### src/rtl/psr_branch_sequencer.sv
// PSR-driven micro-sequencer: evaluates SPARC-style condition codes against the
// PSR flags and steps, jumps, calls or returns the registered micro-PC.
module psr_branch_sequencer #(
    parameter int unsigned PSRBS_PSR   = 4,
    parameter int unsigned PSRBS_UADDR = 11,
    parameter int unsigned PSRBS_DEPTH = 4
) (
    input  logic                           PSRBS_CLOCK_50,
    input  logic                           PSRBS_ResetInHigh_In,
    input  logic [PSRBS_PSR-1:0]           PSRBS_Psr_InBus,
    input  logic [3:0]                     PSRBS_Cond_InBus,
    input  logic [1:0]                     PSRBS_Mode_InBus,
    input  logic [PSRBS_UADDR-1:0]         PSRBS_Target_InBus,
    input  logic                           PSRBS_Stall_In,
    output logic [PSRBS_UADDR-1:0]         PSRBS_Upc_OutBus,
    output logic                           PSRBS_Taken_Out,
    output logic [$clog2(PSRBS_DEPTH):0]   PSRBS_StackLevel_OutBus,
    output logic                           PSRBS_StackError_Out
);

    localparam int unsigned PtrW   = $clog2(PSRBS_DEPTH);
    localparam int unsigned LevelW = PtrW + 1;
    localparam logic [LevelW-1:0] LevelFull = LevelW'(PSRBS_DEPTH);
    localparam logic [LevelW-1:0] LevelOne  = LevelW'(1);
    localparam logic [PSRBS_UADDR-1:0] UaddrOne = PSRBS_UADDR'(1);

    typedef enum logic [1:0] {
        ModeNext   = 2'b00,
        ModeJump   = 2'b01,
        ModeCall   = 2'b10,
        ModeReturn = 2'b11
    } mode_e;

    logic [PSRBS_UADDR-1:0] upc_q, upc_d;
    logic                   taken_q, taken_d;
    logic [LevelW-1:0]      level_q, level_d;
    logic                   err_q, err_d;

    logic [PSRBS_UADDR-1:0] stack_mem [PSRBS_DEPTH];
    logic [PSRBS_UADDR-1:0] upc_inc;
    logic [PtrW-1:0]        wr_ptr;
    logic [PtrW-1:0]        top_ptr;
    logic                   push;
    logic                   cond_true;
    logic                   base_cond;
    logic                   flag_n, flag_z, flag_v, flag_c, flag_d;
    logic                   full, empty;
    mode_e                  mode;

    assign flag_n = PSRBS_Psr_InBus[3];
    assign flag_z = PSRBS_Psr_InBus[2];
    assign flag_v = PSRBS_Psr_InBus[1];
    assign flag_c = PSRBS_Psr_InBus[0];
    assign flag_d = flag_n ^ flag_v;
    assign mode   = mode_e'(PSRBS_Mode_InBus);

    assign upc_inc = upc_q + UaddrOne;
    // Push slot is the current level; top of stack is one below (wraps when full).
    assign wr_ptr  = level_q[PtrW-1:0];
    assign top_ptr = wr_ptr - PtrW'(1);
    assign full    = (level_q == LevelFull);
    assign empty   = (level_q == '0);

    // Condition codes 8..15 are the complements of 0..7.
    always_comb begin
        base_cond = 1'b0;
        unique case (PSRBS_Cond_InBus[2:0])
            3'd0: base_cond = 1'b0;
            3'd1: base_cond = flag_z;
            3'd2: base_cond = flag_z | flag_d;
            3'd3: base_cond = flag_d;
            3'd4: base_cond = flag_c | flag_z;
            3'd5: base_cond = flag_c;
            3'd6: base_cond = flag_n;
            3'd7: base_cond = flag_v;
            default: base_cond = 1'b0;
        endcase
        cond_true = base_cond ^ PSRBS_Cond_InBus[3];
    end

    // Next-state selection for uPC, taken, stack level and sticky error.
    always_comb begin
        upc_d   = upc_q;
        taken_d = taken_q;
        level_d = level_q;
        err_d   = err_q;
        push    = 1'b0;
        if (!PSRBS_Stall_In) begin
            upc_d   = upc_inc;
            taken_d = 1'b0;
            unique case (mode)
                ModeNext: ;
                ModeJump: begin
                    if (cond_true) begin
                        upc_d   = PSRBS_Target_InBus;
                        taken_d = 1'b1;
                    end
                end
                ModeCall: begin
                    if (cond_true) begin
                        upc_d   = PSRBS_Target_InBus;
                        taken_d = 1'b1;
                        if (full) begin
                            err_d = 1'b1;
                        end else begin
                            push    = 1'b1;
                            level_d = level_q + LevelOne;
                        end
                    end
                end
                ModeReturn: begin
                    if (empty) begin
                        err_d = 1'b1;
                    end else begin
                        upc_d   = stack_mem[top_ptr];
                        taken_d = 1'b1;
                        level_d = level_q - LevelOne;
                    end
                end
                default: ;
            endcase
        end
    end

    // Control state register with asynchronous reset.
    always_ff @(posedge PSRBS_CLOCK_50 or posedge PSRBS_ResetInHigh_In) begin
        if (PSRBS_ResetInHigh_In) begin
            upc_q   <= '0;
            taken_q <= 1'b0;
            level_q <= '0;
            err_q   <= 1'b0;
        end else begin
            upc_q   <= upc_d;
            taken_q <= taken_d;
            level_q <= level_d;
            err_q   <= err_d;
        end
    end

    // Return-address storage; contents need no reset since level gates reads.
    always_ff @(posedge PSRBS_CLOCK_50) begin
        if (push && !PSRBS_ResetInHigh_In) begin
            stack_mem[wr_ptr] <= upc_inc;
        end
    end

    assign PSRBS_Upc_OutBus        = upc_q;
    assign PSRBS_Taken_Out         = taken_q;
    assign PSRBS_StackLevel_OutBus = level_q;
    assign PSRBS_StackError_Out    = err_q;

endmodule

### config.mk
export PLATFORM = sky130hd
export DESIGN_NAME = psr_branch_sequencer
export DESIGN_NICKNAME = d
export VERILOG_FILES = /design/src/rtl/psr_branch_sequencer.sv
export SDC_FILE = /design/constraint.sdc
export NUM_CORES = 1
export LEC_CHECK = 0
export CAP_MARGIN = 40
export CORE_MARGIN = 3
export CORE_UTILIZATION = 40
export DETAILED_ROUTE_END_ITERATION = 7
export PLACE_DENSITY = 0.64
export SETUP_SLACK_MARGIN = 0.15
export SYNTH_ARGS = -nofsm -noshare
export SYNTH_HDL_FRONTEND = slang
export SYNTH_SLANG_ARGS = --single-unit
### constraint.sdc
create_clock -name PSRBS_CLOCK_50 -period 6.1 [get_ports PSRBS_CLOCK_50]
set_clock_uncertainty 0.2 [all_clocks]
set_input_delay 0.61 -clock PSRBS_CLOCK_50 [delete_from_list [all_inputs] [get_ports PSRBS_CLOCK_50]]
set_output_delay 0.61 -clock PSRBS_CLOCK_50 [all_outputs]
set_load 0.02 [all_outputs]
Word-level counts from Yosys, hierarchy flattened
Memory sizes are Yosys's and may differ from the RTL's.
Index checks and enable logic that the tools add are counted.
- $add $sub $neg: 4
- multipliers: 0
- div/mod/pow operators: 0
- magnitude comparators: 0
- equal/unequal tests: 16
- shifts and indexed selects: 0
- multiplexer cells: 21
- bitwise gates (word level): 5
- reductions and logical operators: 8
- operators with widths (kind ; number):
    $mux 11 ; 2
    $pmux 11 s2 ; 1
    $eq 3x3->1 const B ; 5
    $add 11x1->11 const B ; 1
    $mux 1 ; 11
    $ne 2x2->1 const B ; 5
    $reduce_and 5->1 ; 2
    $mux 3 ; 3
    $pmux 1 s8 ; 1
    $eq 3x2->1 const B ; 2
    $logic_not 3->1 ; 2
    $pmux 3 s2 ; 1
    $eq 2x2->1 const B ; 2
    $pmux 1 s2 ; 2
    $add 3x1->3 const B ; 1
    $eq 3x1->1 const B ; 1
    $sub 3x1->3 const B ; 1
    $eq 2x1->1 const B ; 1
    $or 1x1->1 ; 2
    $reduce_bool 2->1 ; 1
    $reduce_or 2->1 ; 1
    $sub 2x1->2 const B ; 1
    $xor 1x1->1 ; 2
    $logic_and 1x1->1 ; 1
    other kinds (2) ; 2
- register bits after elaboration: 16
- bits in latches: 0
- RAM bits: 44
- bits in read-only memories: 0
- bits of input ports: 24
- memories kept: 1
- memories (name ; depth ; bits a word ; rd ports ; clocked after memory_dff ; wr ports ; line ; text):
    stack_mem ; 4 ; 11 ; 1 ; 0 ; 1 ; 39 ; logic [PSRBS_UADDR-1:0] stack_mem [PSRBS_DEPTH];

Longest topological paths before layout
- word-level depth: 10
- mapped depth: 9

Worst setup path before layout
No wires, ideal clock.
- path kind: register -> register
- from: reg level_q[0] (netlist: PSRBS_StackLevel_OutBus[0])
- to: reg upc_q[10] (netlist: PSRBS_Upc_OutBus[10])
- library setup time: 126 ps
- data arrival time: 2467 ps
- data required time: 5774 ps
- path slack: 3307 ps
- cell stages (with the launch flop): 8
- path buffers: 2
- path through: dfrtp_1 > buf_2 > inv_1 > ha_1 > clkbuf_1 > mux4_2 > a22o_1 > a221o_1
- word-level cells in the longest chain between the ends: 4
- elaborated cells on any way between the ends: 5
- classes of those cells: add/sub: 1; mux: 2; reduce/logical: 1; memory: 1
- RTL lines (what ; line ; text):
    start: declaration ; 36 ; logic [LevelW-1:0] level_q, level_d;
    start signal: assignment ; 135 ; level_q <= level_d;
    $sub 2x1->2 ; 60 ; assign top_ptr = wr_ptr - PtrW'(1);
    named net top_ptr[0] ; 42 ; logic [PtrW-1:0] top_ptr;
    $mem_v2 4x11 ; - ;
    $mux 11 ; 112 ; if (empty) begin
    $pmux 11 s2 ; 91 ; unique case (mode)
    end signal: assignment ; 133 ; upc_q <= upc_d;
    end: declaration ; 34 ; logic [PSRBS_UADDR-1:0] upc_q, upc_d;
The timed path passes the listed nets, and every way through them passes these cells.
A chain may end at the register's enable or synchronous reset.

Worst setup path in the final report
- from: in PSRBS_Cond_InBus[0]
- to: mem stack_mem[3][5], enable pin
- word-level cells in the longest chain between the ends: 9
- elaborated cells on any way between the ends: 16
- classes of those cells: eq/ne: 7; mux: 6; bitwise: 1; reduce/logical: 2
- RTL lines (what ; line ; text):
    start: declaration ; 11 ; input logic [3:0] PSRBS_Cond_InBus,
    $eq 3x3->1, or another cell as far along ; 67 ; unique case (PSRBS_Cond_InBus[2:0])
    $pmux 1 s8 * ; 67 ;
    $xor 1x1->1 * ; 78 ; cond_true = base_cond ^ PSRBS_Cond_InBus[3];
    $mux 1 * ; 100 ; if (cond_true) begin
    $mux 1 * ; 91 ;
    $mux 1 * ; 88 ; if (!PSRBS_Stall_In) begin
    $logic_and 1x1->1 * ; 142 ; if (push && !PSRBS_ResetInHigh_In) begin
    $mux 1 * ; 142 ;
    $mux 1 (implied by the code) * ; 143 ; stack_mem[wr_ptr] <= upc_inc;
    end: declaration ; 39 ;
Mark *: on every way between the ends. The rest lies on a longest branch, timed or not.

==> metrics.txt <==
worst endpoint required time 5.94 ns; Worst Reg-to-Reg Cells 6; min-delay worst type register to register; total power density per cell area 399 nW/um2; syn_area_per_cell 13.5 um2; antenna cells 0; kind of launch point of the worst setup path primary input; number of placed instances, taps included approximately 360; antenna violations before repair 0; clock-pin slew on the worst setup and hold paths 0.06 ns; worst setup path category primary input to register; post-CTS resize count 0; maximum frequency from static timing analysis 300 MHz; final critical path time including I/O delays and setup roughly 3.3 ns; synth-to-layout area growth 24.6%; Slew @ Worst Pin between 0.6 and 0.7 ns; all-layer global routing usage 0.175; total DRC errors in the routed layout 0; drt wl/cell 18.9 um; net count reported at finish approximately 300; final count of negative-setup-slack endpoints 0; area leader, netlist sky130_fd_sc_hd__edfxtp_1; unrepaired setup endpoints after global routing false; endpoints failing hold 0; die height 92.1 um; maximum level of the CTS H-tree 3; die outline area 8480 um2; wire length of the first global-routing pass 11100 um; Most used DFF post-synth sky130_fd_sc_hd__edfxtp_1; number of enable flip-flop cells after synthesis 44; biggest area contributors in the synthesized netlist sky130_fd_sc_hd__edfxtp_1, sky130_fd_sc_hd__dfrtp_1, sky130_fd_sc_hd__mux4_2; number of buffers on the longest clock path 2; area inside the core boundary 6980 um2; final slew viol count 0; Port Buffers 39; sum of routed wire length over all layers roughly 7000 um; highest ir drop seen on vdd about 0.23 mV; post-detailed-route count of antenna-violating nets 0; headroom to the max-slew limit 0.556; number of storage elements in the synthesis netlist 60; floorplan row count 30; WHS Path Cells 2; Data arrival, critical path about 3.2 ns; post-synthesis net count 252; Die Width roughly 92 um; LEAKAGE 1.36 nW; TritonCTS clock tree yes; Maximum Capacitance Violations 0; largest net degree at the start of global routing 23; ys async rst share 0.267; critical path fanouts, max 7; count of distinct cell types in the synthesized netlist 45; Yosys top cell area share 0.446; cell area after synthesis 2960 um2; capturing element type of the critical path register; detail-routed via count per cell 5.42; most repeated cell in the gate-level netlist after synthesis sky130_fd_sc_hd__edfxtp_1; HPWL after DPL 5030 um; clock latency of the later-clocked register in the worst-skew pair about 0.33 ns; Total Neg Setup Slack 0 ns; period utilisation layout 0.546; via total after detailed routing about 2000; Initial Utilization 0.424; hold-fix buffer count after cts 0; buffers inserted by post-CTS timing repair 0; clock tree root driver cell sky130_fd_sc_hd__clkbuf_8; proportion of layout cells with a drive suffix above 1 0.148; most common library cells after synthesis sky130_fd_sc_hd__edfxtp_1, sky130_fd_sc_hd__dfrtp_1, sky130_fd_sc_hd__inv_1; Synth warnings 0; first-pass iteration count of the detailed router 4; utilization after layout 0.529; final non-filler cell total between 300 and 400; count of mapped cells out of synthesis ~220; final worst hold slack 0.309 ns; final global-route overflow total 0; proportion of synthesized chip area in sequential cells 0.581; total power consumption of the routed design 1.47 mW; status completed; number of I/O pins 40; number of DRC markers in iteration 0 between 100 and 150; number of buffers added by the clock tree synthesis step 9; # clock sinks 60; vias in the first global route 2062; gp weighted congestion 0.846
[power by group]
| part | switching [mW] | internal (mW) |
|---|---|---|
| registers | 0.0624 | 0.525 |
| clock network | 0.143 | 0.156 |
| logic | 0.306 | 0.283 |
[layout make-up]
type,instances,area (um2)
Timing Repair Buffer,46,463
Fill cell,612,3290
Tap cell,96,120
Clock inverter,3,13.8
Clock buffer,13,149
Sequential cell,60,1720
Multi-Input combinational cell,139,1160
Inverter,16,60.1
[critical path, stage by stage]
cell	delay [ns]
sky130_fd_sc_hd__clkdlybuf4s50_1	0.46
sky130_fd_sc_hd__nand2b_1	0.21
sky130_fd_sc_hd__a221oi_2	0.42
sky130_fd_sc_hd__nor4_2	0.16
sky130_fd_sc_hd__nor2_2	0.30
sky130_fd_sc_hd__nand4_1	0.25
sky130_fd_sc_hd__nor2_1	0.49
sky130_fd_sc_hd__buf_4	0.27
[cell usage in the layout (no fill, tap or decap), types with 3 or more instances in the layout]
cell type and instances:
sky130_fd_sc_hd__dfrtp_1 16, sky130_fd_sc_hd__a22o_1 5, sky130_fd_sc_hd__a21oi_1 8, sky130_fd_sc_hd__buf_4 6
sky130_fd_sc_hd__edfxtp_1 44, sky130_fd_sc_hd__a221o_1 5, sky130_fd_sc_hd__nand3_1 13, sky130_fd_sc_hd__xnor2_1 9
sky130_fd_sc_hd__nand2_1 13, sky130_fd_sc_hd__clkdlybuf4s50_1 39, sky130_fd_sc_hd__and3_1 4, sky130_fd_sc_hd__clkbuf_1 3
sky130_fd_sc_hd__clkbuf_8 10, sky130_fd_sc_hd__a31oi_1 5, sky130_fd_sc_hd__nor2_1 14, sky130_fd_sc_hd__inv_1 16
sky130_fd_sc_hd__xor2_1 3, sky130_fd_sc_hd__o21ai_0 3, sky130_fd_sc_hd__ha_1 8, sky130_fd_sc_hd__mux4_2 11
sky130_fd_sc_hd__nand2b_1 4
[worst paths after layout]
path	startpoint	endpoint	slack (ns)
worst max register to register	PSRBS_StackLevel_OutBus[0]	PSRBS_Upc_OutBus[8]	3.54
worst min register to register	PSRBS_Taken_Out	PSRBS_Taken_Out	0.31
min in group asynchronous	PSRBS_ResetInHigh_In	PSRBS_Upc_OutBus[8]	0.40
max in group asynchronous	PSRBS_ResetInHigh_In	PSRBS_StackError_Out	5.07
worst min-delay path	PSRBS_Taken_Out	PSRBS_Taken_Out	0.31
worst max-delay path	PSRBS_Cond_InBus[0]	stack_mem[3][5]	2.77
[layer usage]
metal	wire, um	GRT usage	vias to the layer above	share of wire
li1	-	-	944	-
met4	63	0.0569	0	0.0090
met5	0	0	-	0
met2	3290	0.270	75	0.47
met1	3130	0.234	992	0.45
met3	553	0.0558	10	0.079
[registers in the layout (all words and copies together) (netlist names)]
register / flops
PSRBS_StackError_Out: 1
stack_mem: 44
PSRBS_Upc_OutBus: 11
PSRBS_Taken_Out: 1
PSRBS_StackLevel_OutBus: 3
[per-stage QoR]
step                      instance area [um2]  worst slack (ns)
after global placement                   3470              2.40
after floorplan                          2960              3.31
after detailed placement                 3530              2.42
after CTS                                3690              2.78
final                                    3690              2.77
after global routing                     3690              2.56
[cell families (layout without fill, tap and decap cells)]
family / count (synthesis) / in the layout / share of synthesized area
adders and majority gates: 9 / 9 / 0.0405
buffers and inverters: 20 / 78 / 0.0258
and+or+nand+nor: 66 / 66 / 0.128
muxes: 12 / 12 / 0.0870
AOI/OAI and AO/OA: 40 / 40 / 0.103
DFF: 60 / 60 / 0.581
xor gates and xnor gates: 12 / 12 / 0.0355
Note: power is estimated with default switching activity, not from simulation.
